$ cat src/rtl/adder_tree_scheduler_if.sv
// Command, bank-read, tree-sum and result signals of adder_tree_scheduler.
interface adder_tree_scheduler_if #(
  parameter int ADDR_W = 6,
  parameter int PASS_W = 8,
  parameter int ACC_W  = 20
);
  logic              cmd_valid;
  logic              cmd_ready;
  logic [ADDR_W-1:0] cmd_base;
  logic [PASS_W-1:0] cmd_passes;
  logic              rd_en;
  logic [ADDR_W-1:0] rd_addr;
  logic [11:0]       tree_sum;
  logic              res_valid;
  logic              res_ready;
  logic [ACC_W-1:0]  res_data;
  logic              res_ovf;
  logic              busy;

  modport master (
    output cmd_valid, cmd_base, cmd_passes, tree_sum, res_ready,
    input  cmd_ready, rd_en, rd_addr, res_valid, res_data, res_ovf, busy
  );

  modport slave (
    input  cmd_valid, cmd_base, cmd_passes, tree_sum, res_ready,
    output cmd_ready, rd_en, rd_addr, res_valid, res_data, res_ovf, busy
  );
endinterface

$ cat src/rtl/adder_tree_scheduler.sv
// Issues one bank-row read per cycle for a reduction command and accumulates the adder-tree sums.
// Optional macro ADDER_TREE_SAT_EN: accumulator saturates on overflow instead of wrapping.
module adder_tree_scheduler #(
  parameter int ADDR_W   = 6,
  parameter int PASS_W   = 8,
  parameter int ACC_W    = 20,
  parameter int TREE_LAT = 2
) (
  input  logic                  clk,
  input  logic                  rst,
  adder_tree_scheduler_if.slave io_bus
);
  typedef enum logic [1:0] {S_IDLE, S_ISSUE, S_DRAIN, S_DONE} state_t;

  state_t              r_state;
  state_t              w_state_next;
  logic [ADDR_W-1:0]   r_addr;
  logic [PASS_W-1:0]   r_cnt;
  logic [TREE_LAT-1:0] r_tag;
  logic [TREE_LAT-1:0] w_tag_shift;
  logic [ACC_W-1:0]    r_acc;
  logic                r_ovf;
  logic                w_cmd_ready;
  logic                w_rd_en;
  logic                w_res_valid;
  logic                w_accept;
  logic [ACC_W:0]      w_sum;

  // Tag pipeline shifted by one stage, without the new read entering at the head.
  generate
    for (genvar gi = 0; gi < TREE_LAT; gi++) begin : g_tag
      if (gi == 0) begin : g_head
        assign w_tag_shift[gi] = 1'b0;
      end else begin : g_body
        assign w_tag_shift[gi] = r_tag[gi-1];
      end
    end
  endgenerate

  assign w_sum = {1'b0, r_acc} + {{(ACC_W + 1 - 12){1'b0}}, io_bus.tree_sum};

  always_ff @(posedge clk or posedge rst) begin
    if (rst) begin
      r_state <= S_IDLE;
    end else begin
      r_state <= w_state_next;
    end
  end

  always_comb begin
    w_state_next = r_state;
    w_cmd_ready  = 1'b0;
    w_rd_en      = 1'b0;
    w_res_valid  = 1'b0;
    w_accept     = 1'b0;
    case (r_state)
      S_IDLE: begin
        w_cmd_ready = ~rst;
        if (io_bus.cmd_valid && w_cmd_ready) begin
          w_accept     = 1'b1;
          w_state_next = (io_bus.cmd_passes == '0) ? S_DONE : S_ISSUE;
        end
      end
      S_ISSUE: begin
        w_rd_en = 1'b1;
        if (r_cnt == PASS_W'(1)) begin
          w_state_next = S_DRAIN;
        end
      end
      S_DRAIN: begin
        // Only the final stage may still hold a tag; its add lands on this edge.
        if (w_tag_shift == '0) begin
          w_state_next = S_DONE;
        end
      end
      S_DONE: begin
        w_res_valid = 1'b1;
        if (io_bus.res_ready) begin
          w_state_next = S_IDLE;
        end
      end
      default: w_state_next = S_IDLE;
    endcase
  end

  always_ff @(posedge clk or posedge rst) begin
    if (rst) begin
      r_addr <= '0;
      r_cnt  <= '0;
      r_tag  <= '0;
      r_acc  <= '0;
      r_ovf  <= 1'b0;
    end else begin
      r_tag <= w_tag_shift | TREE_LAT'(w_rd_en);
      if (w_accept) begin
        r_addr <= io_bus.cmd_base;
        r_cnt  <= io_bus.cmd_passes;
        r_acc  <= '0;
        r_ovf  <= 1'b0;
      end else begin
        if (w_rd_en) begin
          r_addr <= r_addr + ADDR_W'(1);
          r_cnt  <= r_cnt - PASS_W'(1);
        end
        if (r_tag[TREE_LAT-1]) begin
          r_ovf <= r_ovf | w_sum[ACC_W];
`ifdef ADDER_TREE_SAT_EN
          r_acc <= (w_sum[ACC_W] || r_ovf) ? '1 : w_sum[ACC_W-1:0];
`else
          r_acc <= w_sum[ACC_W-1:0];
`endif
        end
      end
    end
  end

  assign io_bus.cmd_ready = w_cmd_ready;
  assign io_bus.rd_en     = w_rd_en;
  assign io_bus.rd_addr   = r_addr;
  assign io_bus.res_valid = w_res_valid;
  assign io_bus.res_data  = r_acc;
  assign io_bus.res_ovf   = r_ovf;
  assign io_bus.busy      = (r_state != S_IDLE);
endmodule

$ cat src/flat_wrapper.sv
// flat-port wrapper written by rule: the top's interface ports become plain ports
module adder_tree_scheduler_flat 
#(
  parameter int ADDR_W   = 6,
  parameter int PASS_W   = 8,
  parameter int ACC_W    = 20,
  parameter int TREE_LAT = 2
)
  (clk, rst, io_bus_cmd_valid, io_bus_cmd_base, io_bus_cmd_passes, io_bus_tree_sum, io_bus_res_ready, io_bus_cmd_ready, io_bus_rd_en, io_bus_rd_addr, io_bus_res_valid, io_bus_res_data, io_bus_res_ovf, io_bus_busy);
  adder_tree_scheduler_if #(.ADDR_W(ADDR_W), .PASS_W(PASS_W), .ACC_W(ACC_W)) io_bus_i ();
  input  logic clk;
  input  logic rst;
  input wire logic [$bits(io_bus_i.cmd_valid)-1:0] io_bus_cmd_valid;
  input wire logic [$bits(io_bus_i.cmd_base)-1:0] io_bus_cmd_base;
  input wire logic [$bits(io_bus_i.cmd_passes)-1:0] io_bus_cmd_passes;
  input wire logic [$bits(io_bus_i.tree_sum)-1:0] io_bus_tree_sum;
  input wire logic [$bits(io_bus_i.res_ready)-1:0] io_bus_res_ready;
  output wire logic [$bits(io_bus_i.cmd_ready)-1:0] io_bus_cmd_ready;
  output wire logic [$bits(io_bus_i.rd_en)-1:0] io_bus_rd_en;
  output wire logic [$bits(io_bus_i.rd_addr)-1:0] io_bus_rd_addr;
  output wire logic [$bits(io_bus_i.res_valid)-1:0] io_bus_res_valid;
  output wire logic [$bits(io_bus_i.res_data)-1:0] io_bus_res_data;
  output wire logic [$bits(io_bus_i.res_ovf)-1:0] io_bus_res_ovf;
  output wire logic [$bits(io_bus_i.busy)-1:0] io_bus_busy;
  assign io_bus_i.cmd_valid = io_bus_cmd_valid;
  assign io_bus_i.cmd_base = io_bus_cmd_base;
  assign io_bus_i.cmd_passes = io_bus_cmd_passes;
  assign io_bus_i.tree_sum = io_bus_tree_sum;
  assign io_bus_i.res_ready = io_bus_res_ready;
  assign io_bus_cmd_ready = io_bus_i.cmd_ready;
  assign io_bus_rd_en = io_bus_i.rd_en;
  assign io_bus_rd_addr = io_bus_i.rd_addr;
  assign io_bus_res_valid = io_bus_i.res_valid;
  assign io_bus_res_data = io_bus_i.res_data;
  assign io_bus_res_ovf = io_bus_i.res_ovf;
  assign io_bus_busy = io_bus_i.busy;
  adder_tree_scheduler #(.ADDR_W(ADDR_W), .PASS_W(PASS_W), .ACC_W(ACC_W), .TREE_LAT(TREE_LAT)) u_core (.clk(clk), .rst(rst), .io_bus(io_bus_i));
endmodule
$ cat config.mk
export PLATFORM = sky130hd
export DESIGN_NAME = adder_tree_scheduler_flat
export DESIGN_NICKNAME = d
export VERILOG_FILES = /design/src/rtl/adder_tree_scheduler_if.sv /design/src/rtl/adder_tree_scheduler.sv /design/src/flat_wrapper.sv
export SDC_FILE = /design/constraint.sdc
export NUM_CORES = 1
export LEC_CHECK = 0
export ABC_AREA = 1
export CAP_MARGIN = 10
export CORE_UTILIZATION = 40
export CTS_BUF_LIST = sky130_fd_sc_hd__clkbuf_2 sky130_fd_sc_hd__clkbuf_4 sky130_fd_sc_hd__clkbuf_8
export DETAILED_ROUTE_END_ITERATION = 8
export PLACE_DENSITY = 0.64
export SLEW_MARGIN = 20
export SYNTH_ARGS = -nofsm -noshare
export SYNTH_HDL_FRONTEND = slang
export SYNTH_SLANG_ARGS = --single-unit
$ cat constraint.sdc
create_clock -name clk -period 5.2 [get_ports clk]
set_clock_uncertainty 0.2 [all_clocks]
set_input_delay 0.52 -clock clk [delete_from_list [all_inputs] [get_ports clk]]
set_output_delay 0.52 -clock clk [all_outputs]
set_load 0.01 [all_outputs]
==> reports/metrics.csv, run 1 <==
stage,metric,value,unit
global_route,All-Layer GR Usage,18.4,%
die,core area,0.00676,sq mm
worst_setup_path,data required time of the worst path,4.48,ns
worst_setup_path,Crit path arrival time,1.80,ns
hold_path,worst hold endpoint,u_core.r_tag[1]$_DFF_PP0_,
clocking,CTS buffer count,5,
synthesis,Synth area leaders,"dfrtp_1 (35%), nand2_1 (15%), ha_1 (8.5%)",
synthesis,post-synth top area share,35.0,%
worst_setup_path,reg2reg path depth,9,
synthesis,"Cell Area, Synth",0.00279,sq mm
detailed_routing,Wirelength per Cell,12.0,microns
worst_setup_path,critical path class,flop to output pin,
clocking,CTS H-tree depth,2,
detailed_routing,met2 routed WL,3.17,mm
final_layout,# nets final,507,
worst_setup_path,RR Startpoint,u_core.r_state[0]$_DFFE_PP0P_,
synthesis,Syn. warnings,0,
global_route,antenna violations before repair,0,
sta,final hold violation count,0,
global_route,vias in the first global route,2408,
sta,minimum clock period,2.52,ns
detailed_routing,drt drc,0,
clocking,cts repair resizes,0,
final_layout,area of the multi-input gates,0.00155,sq mm
final_layout,area added between synthesis and finish,27.2,%
detailed_routing,via count,2634,
die,I/O Pins,61,
final_layout,Fillers,680,
placed_design,placed cells,530,
die,chip width,85.5,microns
synthesis,Syn Nets,443,
sta,Final Hold Slack,0.201,ns
detailed_routing,metal1 wirelength,2.97,mm
die,Die Height,85.5,microns
placed_design,I/O Buffers,60,
placed_design,GP Congestion,0.817,
synthesis,synthesized area per cell,7.10,sq um
detailed_routing,Final ANT Viol Nets,0,
synthesis,"EDFF count, synth",0,
synthesis,post-synthesis cell type count,37,
die,# rows,30,
hold_path,Worst Min Path Start,u_core.r_tag[0]$_DFF_PP0_,
power,Pwr per Cell Area,517,mW/mm^2
power,VDD IR max,225,uV
synthesis,sequential fraction of the synthesis area,35.0,%
die,die area,0.00732,sq mm
worst_setup_path,Worst Setup Start Kind,flop,
clocking,root buffer cell,clkbuf_8,
placed_design,DPL Wire Length,4.98,mm
detailed_routing,Max Used Layer,met4,
sta,Max-slew headroom,64.9,%
sta,Worst Tran Pin Value,0.527,ns
final_layout,Ant. Diodes,0,
sta,setup total negative slack,0,ns
clocking,CTS Buffer Depth,2,
hold_path,Hold Crit Class,flop to flop,
global_route,pin count of the biggest net entering global routing,41,
clocking,worst skew pair latency,0.28,ns
synthesis,Post-synth top cells,"nand2_1 (115), inv_1 (53), dfrtp_1 (39), nor2_1 (33), nand3_1 (28)",
sta,final worst-path cycle share,48.5,%
hold_path,Worst Hold Depth,0,
detailed_routing,drt pass-1 iters,4,
worst_setup_path,reg2reg end,u_core.io_bus.res_data[3]$_DFFE_PP0P_,
worst_setup_path,r2r setup slk,3.13,ns
sta,Fmax,0.396,GHz
detailed_routing,WL final,6.44,mm
synthesis,synthesized instance count,393,
clocking,Post-CTS Setup Bufs,0,
synthesis,register bit total from synthesis,39,
detailed_routing,met3 wire length,273,microns
clocking,Sink Count,39,
die,Starting Density,41.3,%
power,static leakage power,1.78,nW
worst_setup_path,Crit Path Max Fanout,8,
worst_setup_path,Worst Setup End Kind,output pin,
sta,Final Max Slew Viols,0,
final_layout,non-filler instance count after layout,537,
clocking,TritonCTS clock tree,yes,
clocking,CTS Hold Bufs,0,
detailed_routing,Vias/cell,4.91,
run,# Max-Cap Violations,0,
clocking,"Clk pin slew, worst setup/hold paths",0.08,ns
final_layout,share of layout cells above drive strength 1,8.53,%
sta,Final setup viols,0,
outcome,status,"complete, no violations",
synthesis,cell with the most instances after synthesis,nand2_1,
detailed_routing,First DRT Iteration DRCs,106,
global_route,first-pass GRT wire length,10.9,mm
sta,RSZ-0062 raised after global routing,no,
synthesis,ys async rst share,100,%
global_route,grt total ovfl,0,
synthesis,largest area contributor in the synthesized netlist,dfrtp_1,
synthesis,prevailing post-synth register cell,dfrtp_1,
final_layout,register area,976,sq um
area by class of cell:
cell class	count	area share, %
clock buffer	6	2.33
multi-input combinational	290	43.8
sequential	39	27.5
timing repair buffer	61	17.1
tap	80	2.82
clock inverter	1	0.141
inverter	60	6.34
logic make-up (layout without fill, tap and decap cells):
| group | after synthesis | after routing | share of synthesized area [%] |
|---|---|---|---|
| flip-flops | 39 | 39 | 35.0 |
| AO/OA/AOI/OAI | 53 | 53 | 10.7 |
| adder cells (fa/ha/maj) | 20 | 20 | 9.23 |
| XOR/XNOR | 5 | 5 | 1.57 |
| buffers and inverters | 64 | 128 | 9.37 |
| AND/OR/NAND/NOR | 212 | 212 | 34.2 |
state kept, by name, summed over array words and instances (netlist names):
| register | cells |
|---|---|
| u_core.r_state | 2 |
| u_core.io_bus.res_ovf | 1 |
| u_core.io_bus.rd_addr | 6 |
| u_core.r_tag | 2 |
| u_core.r_cnt | 8 |
| u_core.io_bus.res_data | 20 |
metrics by stage:
stage | instance area (sq um) | setup WS (ns) | power [mW] | utilization, %
after floorplan | 2790 | 2.98 | 1.27 | -
after global placement | 3460 | 2.62 | 1.62 | 51.3
after detailed placement | 3460 | 2.55 | 1.64 | 51.3
after CTS | 3550 | 2.65 | 1.85 | 52.6
after global routing | 3550 | 2.57 | 2.02 | 52.6
final | 3550 | 2.68 | 1.84 | 52.6
layout by cell type, fill, tap and decap left out, types with 2 or more instances in the layout:
cell	Yosys	layout
ha_1	19	19
o21ai_1	4	4
nand3_1	28	28
nand4_1	2	2
clkdlybuf4s50_1	0	60
nand2_2	13	13
nor3_1	3	3
nand3b_1	2	2
xnor2_1	2	2
and2_1	3	3
inv_1	53	53
o211ai_1	2	2
o21ai_0	14	14
nor2_1	33	33
o22ai_1	3	3
a21oi_1	22	22
nor4_1	2	2
o221ai_1	2	2
dfrtp_1	39	39
nor3_2	3	3
xor2_1	3	3
nand2_1	115	115
inv_2	6	6
nand2_4	3	3
nor2_2	3	3
clkbuf_8	0	6
layer usage:
metal / vias to the layer above / GRT usage [%]
met2: 59 / 31.9
met5: - / 0
met3: 2 / 3.56
met4: 0 / 3.79
met1: 1191 / 24.1
li1: 1382 / -
critical path, cell delays in order (launching register included):
cell and delay [ns]:
dfrtp_1 0.42, inv_1 0.09, ha_1 0.40, clkdlybuf4s50_1 0.62
power breakdown:
part	leakage, nW	switching (mW)	total [mW]	internal (mW)
Sequential	0.495	0.121	0.547	0.426
Combinational	1.23	0.615	1.08	0.461
Clock	0.0470	0.108	0.212	0.104
worst max-delay path by stage:
stage | start | cells after the start | end
floorplan | rst | 6 | u_core.r_state[1]$_DFFE_PP0P_
global placement | io_bus_tree_sum[0] | 12 | u_core.io_bus.res_data[16]$_DFFE_PP0P_
detailed placement | io_bus_tree_sum[0] | 13 | u_core.io_bus.res_data[16]$_DFFE_PP0P_
CTS | u_core.r_state[1]$_DFFE_PP0P_ | 3 | io_bus_rd_en
global route | u_core.r_state[1]$_DFFE_PP0P_ | 3 | io_bus_rd_en
finish | u_core.r_state[1]$_DFFE_PP0P_ | 3 | io_bus_rd_en
No activity file was read; power rests on OpenSTA's default activity.
==> inputs of run 2 (changes only) <==
==> constraint.sdc (replaced) <==
create_clock -name clk -period 2.45 [get_ports clk]
set_clock_uncertainty 0.2 [all_clocks]
set_input_delay 0.245 -clock clk [delete_from_list [all_inputs] [get_ports clk]]
set_output_delay 0.245 -clock clk [all_outputs]
set_load 0.01 [all_outputs]
==> run 2 against run 1 <==
  * Count of clock-buffer cells in the layout did not move
  * Core utilization rose by 0.39 points
  * Cell count rose by 0.19%
  * Non-clock buffer count rose by 1
  * Die area did not move
  * Setup slack got worse by 2.4 ns
  * First-iteration DRC count fell by 38%
  * Largest cell class unchanged
  * Sequential cell count did not move
  * Register-to-register slack got worse by 2.8 ns
  * Worst hold slack got worse by 0.0056 ns
  * Total power rose by 120%
  * Highest routed layer unchanged
==> reports/metrics.csv, run 2 (synthesized netlist as in run 1, its figures left out) <==
stage,metric,value,unit,change
outcome,status,"complete, no violations",,unchanged
final_layout,Ant. Diodes,0,,unchanged
clocking,CTS H-tree depth,2,,unchanged
sta,Max-slew headroom,65.2,%,was 64.9%
final_layout,max reg flops,20,,unchanged
clocking,worst skew pair latency,0.29,ns,was 0.28 ns
hold_path,Worst Hold Depth,0,,unchanged
hold_path,Hold Crit Class,flop to flop,,unchanged
die,I/O Pins,61,,unchanged
detailed_routing,Wirelength per Cell,12.0,microns,about the same
clocking,root buffer cell,clkbuf_8,,unchanged
detailed_routing,drt pass-1 iters,4,,unchanged
worst_setup_path,Worst Setup Start Kind,flop,,unchanged
final_layout,share of layout cells above drive strength 1,8.73,%,was 8.53%
global_route,vias in the first global route,2565,,"was 2,408"
worst_setup_path,crit-path max cell delay,0.54,ns,was 0.62 ns
clocking,CTS Hold Bufs,0,,unchanged
clocking,CTS buffer count,5,,unchanged
detailed_routing,drt drc,0,,unchanged
worst_setup_path,Crit Path Max Fanout,5,,was 8
clocking,TritonCTS clock tree,yes,,unchanged
worst_setup_path,reg2reg end,u_core.io_bus.res_data[4]$_DFFE_PP0P_,,was u_core.io_bus.res_data[3]$_DFFE_PP0P_
worst_setup_path,reg2reg path depth,9,,unchanged
die,core area,0.00676,sq mm,unchanged
global_route,grt total ovfl,0,,unchanged
placed_design,Placement Setup Slack,0.0701,ns,was 2.55 ns
final_layout,Fillers,668,,was 680
global_route,antenna violations before repair,0,,unchanged
worst_setup_path,r2r setup slk,0.36,ns,was 3.13 ns
run,# Max-Cap Violations,0,,unchanged
detailed_routing,WL final,6.47,mm,was 6.44 mm
hold_path,worst hold endpoint,u_core.r_tag[1]$_DFF_PP0_,,unchanged
worst_setup_path,critical path class,flop to output pin,,unchanged
final_layout,"commonest cells after routing, fill and taps aside","nand2_1 (115), clkdlybuf4s50_1 (60), inv_1 (53)",,unchanged
sta,final hold violation count,0,,unchanged
sta,RSZ-0062 raised after global routing,no,,unchanged
sta,setup total negative slack,0,ns,unchanged
worst_setup_path,CP Cell Sequence,"inv_1, ha_1, inv_2, nor2_4, clkdlybuf4s50_1",,"was inv_1, ha_1, clkdlybuf4s50_1"
power,Pwr per Cell Area,1120,mW/mm^2,was 517 mW/mm^2
global_route,pin count of the biggest net entering global routing,40,,was 41
final_layout,# nets final,508,,was 507
worst_setup_path,Worst Setup End Kind,output pin,,unchanged
final_layout,area added between synthesis and finish,28.1,%,was 27.2%
detailed_routing,via count,2618,,"was 2,634"
sta,Final Max Slew Viols,0,,unchanged
worst_setup_path,critical path's slowest cell,clkdlybuf4s50_1,,unchanged
clocking,"Clk pin slew, worst setup/hold paths",0.08,ns,about the same
placed_design,GP Congestion,0.827,,was 0.817
clocking,Post-CTS Setup Bufs,0,,unchanged
die,# rows,30,,unchanged
placed_design,I/O Buffers,60,,unchanged
sta,Fmax,0.456,GHz,
worst_setup_path,Crit path arrival time,1.75,ns,was 1.80 ns
global_route,All-Layer GR Usage,19.5,%,was 18.4%
die,Starting Density,41.3,%,unchanged
detailed_routing,First DRT Iteration DRCs,66,,was 106
sta,Final setup viols,0,,unchanged
power,VDD IR max,570,uV,was 225 uV
hold_path,Worst Min Path Start,u_core.r_tag[0]$_DFF_PP0_,,unchanged
global_route,first-pass GRT wire length,11.3,mm,was 10.9 mm
worst_setup_path,RR Startpoint,u_core.r_state[0]$_DFFE_PP0P_,,unchanged
detailed_routing,Final ANT Viol Nets,0,,unchanged
clocking,cts repair resizes,0,,unchanged
die,Die Height,85.5,microns,unchanged
power,static leakage power,1.79,nW,was 1.78 nW
clocking,Sink Count,39,,unchanged
sta,Worst Tran Pin Value,0.523,ns,was 0.527 ns
worst_setup_path,critical path's top delay family,buffers and inverters,,unchanged
final_layout,"most common cell after layout, fill and taps aside",nand2_1,,unchanged
detailed_routing,Vias/cell,4.87,,was 4.91
clocking,CTS Buffer Depth,2,,unchanged
sta,minimum clock period,2.19,ns,
placed_design,DPL Wire Length,4.92,mm,was 4.98 mm
worst_setup_path,data required time of the worst path,2.01,ns,was 4.48 ns
die,chip width,85.5,microns,unchanged
die,die area,0.00732,sq mm,unchanged
worst_setup_path,worst path bufs/invs,3,,was 2
sta,final worst-path cycle share,89.5,%,
sta,Final WS setup,0.257,ns,was 2.68 ns
==> run 2: changes by cell type in the layout (fill, tap and decap cells not counted) <==
cell and delta:
buf_4 +1, bufinv_16 +1, clkbuf_4 +1, clkbuf_8 -1, clkinv_2 -1
==> run 2: worst max-delay path by stage <==
| stage | startpoint | endpoint | slack [ns] | cells after the start |
|---|---|---|---|---|
| global placement | io_bus_tree_sum[0] | u_core.io_bus.res_data[16]$_DFFE_PP0P_ | 0.14 | 13 |
| finish | u_core.r_state[0]$_DFFE_PP0P_ | io_bus_cmd_ready | 0.26 | 5 |
| detailed placement | io_bus_tree_sum[0] | u_core.io_bus.res_data[16]$_DFFE_PP0P_ | 0.07 | 13 |
| floorplan | rst | u_core.r_state[1]$_DFFE_PP0P_ | 0.50 | 6 |
| global route | u_core.r_state[0]$_DFFE_PP0P_ | u_core.io_bus.res_data[4]$_DFFE_PP0P_ | 0.14 | 9 |
| CTS | u_core.r_state[0]$_DFFE_PP0P_ | io_bus_cmd_ready | 0.24 | 5 |
==> run 2: worst reg2reg max path: stages, from the launching register on <==
cell and delay, ns:
dfrtp_1 0.40, inv_1 0.08, ha_1 0.22, inv_2 0.14, nor2_4 0.06, nand2_4 0.24
nand2_2 0.18, inv_1 0.26, nand2_1 0.10, o21ai_0 0.14
==> run 2: layout make-up <==
cell class | count | area, sq um | share of cell area, %
multi-input cells | 290 | 1550 | 43.4
flip-flops and latches | 39 | 976 | 27.3
repair buffers | 62 | 616 | 17.2
inverters | 60 | 225 | 6.30
well taps | 80 | 100 | 2.80
clock buffers | 6 | 76.3 | 2.13
clock inverters | 1 | 30.0 | 0.839
==> run 2: routing by layer <==
layer  wire, microns  vias to the layer above  track usage [%]
met2            3030                       61             33.5
li1                -                     1382                -
met5               0                        -                0
met4              89                        0             6.82
met3             320                        6             4.72
met1            3030                     1169             23.8
==> run 2: report_power, final <==
group / leakage, nW / total [mW] / internal [mW] / switching, mW
combinational: 1.24 / 2.30 / 0.989 / 1.31
clock: 0.0547 / 0.540 / 0.310 / 0.231
sequential: 0.495 / 1.16 / 0.904 / 0.258
total: 1.79 / 4.00 / 2.20 / 1.80
==> run 2: through the flow <==
stage                     area (sq um)  hold WS [ns]  power (mW)  util [%]  instances
final                             3580         0.196        4.00      52.9        538
after global routing              3580         0.200        4.41      52.9        538
after CTS                         3580         0.195        4.04      52.9        538
after detailed placement          3470         0.174        3.48      51.4        531
after global placement            3470         0.169        3.45      51.4        531
after floorplan                   2790         0.154        2.69         -        393
